<file path="src/rtl/matmul_seq.sv">
// matmul_seq: sequential signed matrix multiply res = A x B, one MAC per cycle.
// Define MATMUL_SAT_EN to saturate out-of-range results instead of wrapping.
module matmul_seq #(
  parameter int A_ROWS = 2,
  parameter int A_COLS = 2,
  parameter int B_COLS = 2,
  parameter int DW = 8,
  parameter int RW = 16
) (
  input  logic                           clk,
  input  logic                           rst,
  input  logic                           start,
  input  logic [A_ROWS*A_COLS*DW-1:0]    a,
  input  logic [A_COLS*B_COLS*DW-1:0]    b,
  output logic [A_ROWS*B_COLS*RW-1:0]    res,
  output logic                           busy,
  output logic                           done,
  output logic                           ovf
);
  localparam int AW = 2*DW + $clog2(A_COLS);
  localparam int WW = (AW > RW ? AW : RW) + 1;
  localparam int IW = A_ROWS > 1 ? $clog2(A_ROWS) : 1;
  localparam int JW = B_COLS > 1 ? $clog2(B_COLS) : 1;
  localparam int KW = A_COLS > 1 ? $clog2(A_COLS) : 1;
  localparam logic signed [WW-1:0] HI = {{(WW-RW+1){1'b0}}, {(RW-1){1'b1}}};
  localparam logic signed [WW-1:0] LO = {{(WW-RW+1){1'b1}}, {(RW-1){1'b0}}};

  typedef enum logic [1:0] {IDLE, MAC, STORE, DONE} state_e;

  state_e                         state_q;
  logic [A_ROWS*A_COLS*DW-1:0]    a_q;
  logic [A_COLS*B_COLS*DW-1:0]    b_q;
  logic signed [AW-1:0]           acc_q, acc_d;
  logic [IW-1:0]                  i_q;
  logic [JW-1:0]                  j_q;
  logic [KW-1:0]                  k_q;
  logic signed [RW-1:0]           res_q [A_ROWS][B_COLS];
  logic                           busy_q, done_q, ovf_q;
  logic signed [DW-1:0]           am [A_ROWS][A_COLS];
  logic signed [DW-1:0]           bm [A_COLS][B_COLS];
  logic signed [WW-1:0]           acc_x;
  logic signed [RW-1:0]           narrow_d;
  logic                           hi_ov, lo_ov, last_i, last_j, last_k;

  always_comb begin
    for (int r = 0; r < A_ROWS; r++)
      for (int c = 0; c < A_COLS; c++)
        am[r][c] = a_q[DW*(A_ROWS*A_COLS-1-(r*A_COLS+c)) +: DW];
    for (int r = 0; r < A_COLS; r++)
      for (int c = 0; c < B_COLS; c++)
        bm[r][c] = b_q[DW*(A_COLS*B_COLS-1-(r*B_COLS+c)) +: DW];
    res = '0;
    for (int r = 0; r < A_ROWS; r++)
      for (int c = 0; c < B_COLS; c++)
        res[RW*(A_ROWS*B_COLS-1-(r*B_COLS+c)) +: RW] = res_q[r][c];
  end

  // operands are widened before multiplying so the product keeps full precision
  always_comb begin
    acc_d = acc_q + AW'(am[i_q][k_q]) * AW'(bm[k_q][j_q]);
    acc_x = WW'(acc_q);
    hi_ov = acc_x > HI;
    lo_ov = acc_x < LO;
`ifdef MATMUL_SAT_EN
    narrow_d = hi_ov ? RW'(HI) : lo_ov ? RW'(LO) : RW'(acc_x);
`else
    narrow_d = RW'(acc_x);
`endif
    last_i = i_q == IW'(A_ROWS-1);
    last_j = j_q == JW'(B_COLS-1);
    last_k = k_q == KW'(A_COLS-1);
  end

  always_ff @(posedge clk) begin
    if (rst) begin
      state_q <= IDLE;
      a_q     <= '0;
      b_q     <= '0;
      acc_q   <= '0;
      i_q     <= '0;
      j_q     <= '0;
      k_q     <= '0;
      res_q   <= '{default: '0};
      busy_q  <= 1'b0;
      done_q  <= 1'b0;
      ovf_q   <= 1'b0;
    end else begin
      case (state_q)
        IDLE: if (start) begin
          a_q     <= a;
          b_q     <= b;
          acc_q   <= '0;
          i_q     <= '0;
          j_q     <= '0;
          k_q     <= '0;
          ovf_q   <= 1'b0;
          busy_q  <= 1'b1;
          state_q <= MAC;
        end
        MAC: begin
          acc_q   <= acc_d;
          k_q     <= k_q + 1'b1;
          state_q <= last_k ? STORE : MAC;
        end
        STORE: begin
          res_q[i_q][j_q] <= narrow_d;
          ovf_q   <= ovf_q | hi_ov | lo_ov;
          acc_q   <= '0;
          k_q     <= '0;
          j_q     <= last_j ? '0 : j_q + 1'b1;
          i_q     <= last_j ? (last_i ? '0 : i_q + 1'b1) : i_q;
          done_q  <= last_i && last_j;
          state_q <= (last_i && last_j) ? DONE : MAC;
        end
        DONE: begin
          done_q  <= 1'b0;
          busy_q  <= 1'b0;
          state_q <= IDLE;
        end
        default: state_q <= IDLE;
      endcase
    end
  end

  assign busy = busy_q;
  assign done = done_q;
  assign ovf  = ovf_q;
endmodule

</file>
<file path="config.mk">
export PLATFORM = sky130hd
export DESIGN_NAME = matmul_seq
export DESIGN_NICKNAME = d
export VERILOG_FILES = /design/src/rtl/matmul_seq.sv
export SDC_FILE = /design/constraint.sdc
export NUM_CORES = 1
export LEC_CHECK = 0
export CAP_MARGIN = 20
export CORE_MARGIN = 8
export CORE_UTILIZATION = 49
export CTS_BUF_LIST = sky130_fd_sc_hd__clkbuf_16
export CTS_CLUSTER_SIZE = 20
export DETAILED_ROUTE_END_ITERATION = 16
export PLACE_DENSITY_LB_ADDON = 0.2
export SLEW_MARGIN = 25
export SYNTH_ARGS = -nofsm -noshare
export SYNTH_HDL_FRONTEND = slang
export SYNTH_SLANG_ARGS = --single-unit
</file>
<file path="constraint.sdc">
create_clock -name clk -period 12.35 [get_ports clk]
set_clock_uncertainty 0.1 [all_clocks]
set_input_delay 1.235 -clock clk [delete_from_list [all_inputs] [get_ports clk]]
set_output_delay 1.235 -clock clk [all_outputs]
set_load 0.005 [all_outputs]
</file>
==> impl_metrics.toml, run 1 <==
[critical_path]
crit_path_top_delay_cell = "dfxtp_1"
cp_common_cell = "fa_1"
path_max_fanout = 20
timing.rr.start = "k_q"
path_buf_inv = 2
critPathLaunchType = "register"
critPathKind = "register to register"
cp_cell_sequence = "mux4_2 > and2_1 > inv_1 > fa_1 > inv_1 > fa_1 > fa_1 > fa_1 > fa_1 > ha_1 > o21ai_0 > a21oi_1 > o21a_1 > or3_2 > a32oi_1 > nor2_1"
endpoint_kind = "register"
cpPeakStageDelay_ns = 0.91
cp.arrival_ns = 6.49
startpoint = "k_q"
critical_path_required_ns = 12.53
crit_family = "adder cells"

[global_routing]
grt_pass1_wl_um = 35900
grt_max_degree = 80
antenna_found_initial = 0
track_usage_pct = 20.4
grt_pass1_vias = 6879
overflow = 0

[sta]
hold_viol = 0
relSlewSlack_pct = 39.4
tns_ns = 0
drv_slew = 0
whs_ns = 0.352
setup_violations = 0
rsz0062_at_grt = "false"
setup_ws_ns = 6.04
finalCritPeriodShare_pct = 51.1
max_freq_mhz = 159
worst_pin_slew_ns = 0.907
finalCriticalPeriod_ns = 6.31

[yosys]
synth_top_area_share_pct = 35.1
synth_top_cell_by_area = "dfxtp_1"
avgSynthCellArea_um2 = 8.71
synth_area_um2 = 8730
synth_edf_count = 0
netlist_instances = 1002
yosysSeqAreaShare_pct = 35.1
synth_cell_types = 47
synthArstFlopShare_pct = 0
synth_warnings = 0
synth_seq_cells = 153
synth_area_leaders = "dfxtp_1, fa_1, nand2_1, a21oi_1, ha_1"
synthFlopType = "dfxtp_1"
synthesis.nets = 1184

[final_layout]
drive_above_1_share_pct = 5.18
area_delta_synth_final_pct = 22.6
final_common_cell = "nand2_1"
antenna_cells = 0
final_nets = 1288
fin_cells = 1348
mostFrequentLayoutCells = "nand2_1, dfxtp_1, a21oi_1"

[clock_tree]
clk_pin_slew_ns = 0.08
clk-insertion-delay-late_ns = 0.43
cts_tree = "yes"
ctsResizeCount = 0
clock_path_buffers = 2
root_buffer = "clkbuf_16"
clock-sinks = 153
cts_hold_buf = 0
htreeDepth = 4
cts_buffers = 17
cts_setup_buffers = 0

[placement]
port_buffers = 133
placedCellCount = 1316
gp_congestion = 0.803
dpl.hpwl_um = 16400
dp_slack_ns = 6.09

[power]
total_power_w = 0.00127
power.density_nw_per_um2 = 119
ir_worst_vdd_uv = 93.3
leakage_nw = 4.41

[worst_hold_path]
hp-class = "register to register"
hold_start = "b_q[12]"

[route]
drt_first_pass_iters = 5
ant_nets = 0
wl_per_cell_um = 16.5
drtIter0Drc = 485
vias = 6956
vias_per_cell = 5.16
drc = 0
wirelength_um = 22300

[floorplanning]
die_x_um = 149
pin_count = 134
fp.dieH_um = 149
initial_utilization_pct = 49.3
dieArea_um2 = 22300
core_um2 = 17700
rows = 49

[outcome]
status = "finished clean"

[run]
drv_cap = 0
worst paths after layout:
path,end,slack [ns],cells after the start
max reg2reg,acc_q[10],6.04,16
min reg2reg,b_q[12],0.35,2
max,acc_q[10],6.04,16
min,b_q[12],0.35,2
flip-flops by register name, summed over array words and instances (netlist names), 2 cells and up:
signal	cells
res	64
a_q	32
b_q	32
acc_q	17
state_q	2
worst register-to-register path, stage by stage, from the launching register on:
cell	delay [ns]
dfxtp_1	0.91
mux4_2	0.49
and2_1	0.52
inv_1	0.13
fa_1	0.52
inv_1	0.05
fa_1	0.52
fa_1	0.44
fa_1	0.57
fa_1	0.43
ha_1	0.34
o21ai_0	0.18
a21oi_1	0.10
o21a_1	0.19
or3_2	0.40
a32oi_1	0.20
nor2_1	0.05
cells in the mapped netlist, types with 2 or more instances:
| master | n |
|---|---|
| a21o_1 | 4 |
| a21oi_1 | 143 |
| a22oi_1 | 7 |
| a31oi_1 | 2 |
| a32oi_1 | 3 |
| and2_1 | 36 |
| buf_1 | 2 |
| buf_2 | 22 |
| buf_4 | 3 |
| clkbuf_1 | 22 |
| dfxtp_1 | 153 |
| fa_1 | 76 |
| ha_1 | 39 |
| inv_1 | 86 |
| mux4_2 | 15 |
| nand2_1 | 295 |
| nand2b_1 | 8 |
| nand3_1 | 3 |
| nor2_1 | 25 |
| o21a_1 | 4 |
| o21ai_0 | 10 |
| o21bai_1 | 2 |
| or3_1 | 3 |
| xnor2_1 | 11 |
| xor2_1 | 6 |
stage by stage:
| stage | utilization [%] | cell area [um2] |
|---|---|---|
| 2_1_floorplan | - | 8730 |
| 3_3_place_gp | 57.2 | 10100 |
| 3_5_place_dp | 57.2 | 10100 |
| 4_1_cts | 60.4 | 10700 |
| 5_1_grt | 60.4 | 10700 |
| 6_report | 60.4 | 10700 |
area by class of cell:
cell class / instances / area [um2]
Fill cell: 1577 / 7020
Tap cell: 229 / 287
Sequential cell: 153 / 3060
Clock inverter: 15 / 136
Inverter: 86 / 323
Multi-Input combinational cell: 713 / 5120
Clock buffer: 17 / 425
Timing Repair Buffer: 135 / 1340
cell families (layout without fill, tap and decap cells):
kind of cell             after synthesis  after routing  synth area share [%]
adder cells (fa/ha/maj)              115            115                  23.0
buffers and inverters                136            253                  6.31
AND/OR/NAND/NOR                      380            380                  18.1
AO/OA/AOI/OAI                        184            184                  11.6
XOR/XNOR                              17             17                  1.71
multiplexers                          17             17                  4.11
flip-flops                           153            153                  35.1
where the power goes:
group          leakage (nW)  switching, W  internal, W
combinational          2.90      0.000134     0.000106
clock                 0.268      0.000232     0.000265
sequential             1.24     0.0000250     0.000513
metal layers:
metal	global-route usage, %	vias to the layer above	share of wire [%]
met5	0	-	0
met2	33.0	229	48
met1	26.9	3284	44
li1	-	3424	-
met4	5.70	0	1.2
met3	4.54	19	7.0
(Power assumes the default switching activity.)
==> run 2, diff against run 1 <==
Clock period 12.35 ns to 5.64 ns, I/O delays scaled along.
==> impl_metrics.toml, run 2 (same netlist as run 1, synthesis figures left out) <==
[outcome]
status = "finished clean"

[power]
power.density_nw_per_um2 = 264
total_power_w = 0.00289
leakage_nw = 4.54
ir_worst_vdd_uv = 244

[critical_path]
cp_cell_sequence = "buf_12 > mux4_2 > buf_4 > nand2_1 > fa_1 > fa_1 > inv_1 > fa_1 > fa_1 > fa_1 > ha_4 > o21ai_1 > a21oi_1 > o21a_1 > or3_2 > a32oi_2 > nor2_1"
endpoint_kind = "register"
crit_path_top_delay_cell = "mux4_2"
cp_common_cell = "fa_1"
path_buf_inv = 3
rrSetupSlack_ns = 0.15
critPathKind = "register to register"
cp.arrival_ns = 5.68
crit_family = "adder cells"
path_max_fanout = 8
critPathLaunchType = "register"
critical_path_required_ns = 5.83
cpPeakStageDelay_ns = 0.58

[final_layout]
final_common_cell = "nand2_1"
mostFrequentLayoutCells = "nand2_1, dfxtp_1, a21oi_1"
antenna_cells = 0
area_delta_synth_final_pct = 25.5
final_nets = 1307
drive_above_1_share_pct = 7.91
final_area_um2 = 11000
largest_reg_flops = 64

[placement]
dpl.hpwl_um = 17200
placed_area_um2 = 10300
port_buffers = 133
gp_congestion = 0.904

[global_routing]
grt_pass1_vias = 7107
track_usage_pct = 20.9
grt_max_degree = 83
overflow = 0
grt_pass1_wl_um = 37000
antenna_found_initial = 0

[clock_tree]
clk_pin_slew_ns = 0.07
htreeDepth = 4
clk-insertion-delay-late_ns = 0.43
clock-sinks = 153
clock_path_buffers = 2
root_buffer = "clkbuf_16"
cts_buffers = 17
cts_tree = "yes"
cts_hold_buf = 0

[route]
drtIter0Drc = 377
vias = 7049
drt_first_pass_iters = 4
wirelength_um = 23000
vias_per_cell = 5.16
drc = 0
ant_nets = 0
wl_per_cell_um = 16.8

[sta]
worst_pin_slew_ns = 0.956
hold_viol = 0
finalCriticalPeriod_ns = 5.49
tns_ns = 0
whs_ns = 0.354
setup_violations = 0
finalCritPeriodShare_pct = 97.4
drv_slew = 0
relSlewSlack_pct = 36.2
max_freq_mhz = 182

[floorplanning]
initial_utilization_pct = 49.3
fp.dieH_um = 149
core_um2 = 17700
dieArea_um2 = 22300
pin_count = 134
die_x_um = 149
rows = 49

[worst_hold_path]
hp-class = "register to register"

[run]
drv_cap = 0
==> run 2: stage by stage <==
stage	util, %	setup slack [ns]	instances
final	61.8	0.146	1367
after global routing	61.8	-0.0761	1367
after CTS	61.3	0.0162	1364
after detailed placement	58.0	0.0384	1332
after global placement	58.0	0.129	1332
after floorplan	-	0.0864	1002
==> run 2: area by class of cell <==
class                   count  area, um2
fillers                  1525       6770
inverters                  86        323
clock buffers              17        425
repair buffers            154       1500
clock inverters            15        168
well taps                 229        287
flip-flops and latches    153       3070
multi-input cells         713       5180
==> run 2: layer usage <==
layer  track usage [%]  vias up  routed length [um]
met1              26.7     3372               10200
met3              4.32       33                1190
met5                 0        -                   0
li1                  -     3466                   -
met2              34.6      178               11100
met4              7.17        0                 434
==> run 2: repair_timing <==
action	4_1_cts	5_1_grt
setup buffers	0	3
endpoints found under the hold margin	0	0
resized for setup	0	17
endpoints found under the setup margin	0	7
==> run 2: worst paths after layout <==
kind | to | cells past startpoint | start
worst min-delay path | res[3] | 2 | res[3]
worst max register to register | acc_q[10] | 17 | j_q
worst max-delay path | acc_q[10] | 17 | j_q
worst min register to register | res[3] | 2 | res[3]
==> run 2: tightest hold or removal path, delay by kind of cell, from the launching register on <==
family,cells,cell delay (ns)
AO/OA/AOI/OAI,1,0.05
flip-flops,1,0.31
AND/OR/NAND/NOR,1,0.05
==> run 2: report_power, final <==
part | leakage (nW) | internal, W | switching (W) | total, W
clock | 0.289 | 0.000599 | 0.000540 | 0.00114
combinational | 3.00 | 0.000263 | 0.000316 | 0.000579
sequential | 1.25 | 0.00112 | 0.0000482 | 0.00117
==> run 3, diff against run 2 <==
Settings changed: CORE_UTILIZATION 49 to 45.
==> impl_metrics.toml, run 3 (same netlist as run 1, synthesis figures left out) <==
[sta]
hold_viol = 0
setup_violations = 0
finalCriticalPeriod_ns = 5.44
max_freq_mhz = 184
drv_slew = 0
worst_pin_slew_ns = 0.812
finalCritPeriodShare_pct = 96.5
tns_ns = 0
relSlewSlack_pct = 45.7

[final_layout]
utilization_pct = 57.0
largest_reg_flops = 64
final_area_um2 = 11000
fin_cells = 1403
drive_above_1_share_pct = 7.64
area_delta_synth_final_pct = 25.8
mostFrequentLayoutCells = "nand2_1, dfxtp_1, a21oi_1"
antenna_cells = 0
final_nets = 1307
final_common_cell = "nand2_1"

[run]
drv_cap = 0

[route]
drt_first_pass_iters = 5
drc = 0
wirelength_um = 22800
vias_per_cell = 4.98
ant_nets = 0
wl_per_cell_um = 16.3
vias = 6981
drtIter0Drc = 341

[placement]
placed_area_um2 = 10300
gp_congestion = 0.881
placedCellCount = 1369
port_buffers = 133
dpl.hpwl_um = 17100

[power]
total_power_w = 0.00289
ir_worst_vdd_uv = 206
leakage_nw = 4.54
power.density_nw_per_um2 = 264

[critical_path]
critPathKind = "register to register"
endpoint_kind = "register"
cp_cell_sequence = "buf_8 > mux4_2 > nand2_1 > inv_1 > fa_1 > inv_2 > fa_1 > fa_1 > inv_1 > fa_1 > ha_1 > ha_1 > o211a_1 > a221o_1 > a31oi_2 > xnor2_1 > o21ai_1"
critical_path_required_ns = 5.85
crit_path_top_delay_cell = "mux4_2"
cp_common_cell = "fa_1"
cp.arrival_ns = 5.65
cpPeakStageDelay_ns = 0.62
ff2ff_path_depth = 17
path_max_fanout = 8
critPathLaunchType = "register"

[outcome]
status = "finished clean"

[global_routing]
grt_max_degree = 76
antenna_found_initial = 1
overflow = 0
grt_pass1_vias = 6950
grt_pass1_wl_um = 36800
track_usage_pct = 19.2

[clock_tree]
cts_buffers = 17
clk_pin_slew_ns = 0.07
cts_hold_buf = 0
htreeDepth = 4
cts_tree = "yes"
root_buffer = "clkbuf_16"
clock_path_buffers = 2
clk-insertion-delay-late_ns = 0.43
clock-sinks = 153

[floorplanning]
core_um2 = 19300
rows = 51
pin_count = 134
dieArea_um2 = 24100
initial_utilization_pct = 45.3
fp.dieH_um = 155
die_x_um = 155

[worst_hold_path]
hold_depth = 2
hp-class = "register to register"
-- run 3: cell type report --
type	instances	area, um2
clock buffers	17	425
inverters	86	323
flip-flops and latches	153	3070
clock inverters	15	179
multi-input cells	713	5160
repair buffers	154	1490
fillers	1765	8290
well taps	265	332
-- run 3: critical path: cells and delay by family (launching register included) --
family | cells | cell delay [ns]
flops | 1 | 0.40
compound gates | 4 | 0.76
mux | 1 | 0.62
buf+inv | 4 | 0.36
fa+ha+maj | 6 | 2.79
xor+xnor | 1 | 0.14
simple gates | 1 | 0.16
-- run 3: per-stage QoR --
| stage | hold slack, ns | worst slack (ns) |
|---|---|---|
| 6_report | 0.353 | 0.198 |
| 5_1_grt | 0.371 | -0.0107 |
| 4_1_cts | 0.352 | 0.0127 |
| 3_5_place_dp | 0.343 | -0.0185 |
| 3_3_place_gp | 0.341 | 0.0665 |
| 2_1_floorplan | 0.333 | 0.0864 |
-- run 3: layer usage --
metal	global-route usage, %	vias up	wire [um]
li1	-	3459	-
met3	4.30	18	1220
met2	31.3	186	10800
met1	25.6	3316	10600
met4	4.81	2	206
met5	0	-	14
-- run 3: power by group --
group / total, W / internal (W) / switching, W / leakage, nW
sequential: 0.00117 / 0.00112 / 0.0000500 / 1.25
combinational: 0.000561 / 0.000256 / 0.000305 / 3.00
clock: 0.00116 / 0.000635 / 0.000526 / 0.292
total: 0.00289 / 0.00201 / 0.000881 / 4.54
-- run 3: timing repair --
action                                  in CTS  in global routing
endpoints found under the setup margin       1                  7
pin swaps                                    0                  2
endpoints found under the hold margin        0                  0
setup buffers                                0                  2
resized for setup                            1                 14
-- run 3: worst paths after layout --
kind,start,to,slack (ns)
worst max register to register,j_q,acc_q[16],0.20
worst max-delay path,j_q,acc_q[16],0.20
worst min-delay path,a_q[16],a_q[16],0.35
worst min register to register,a_q[16],a_q[16],0.35
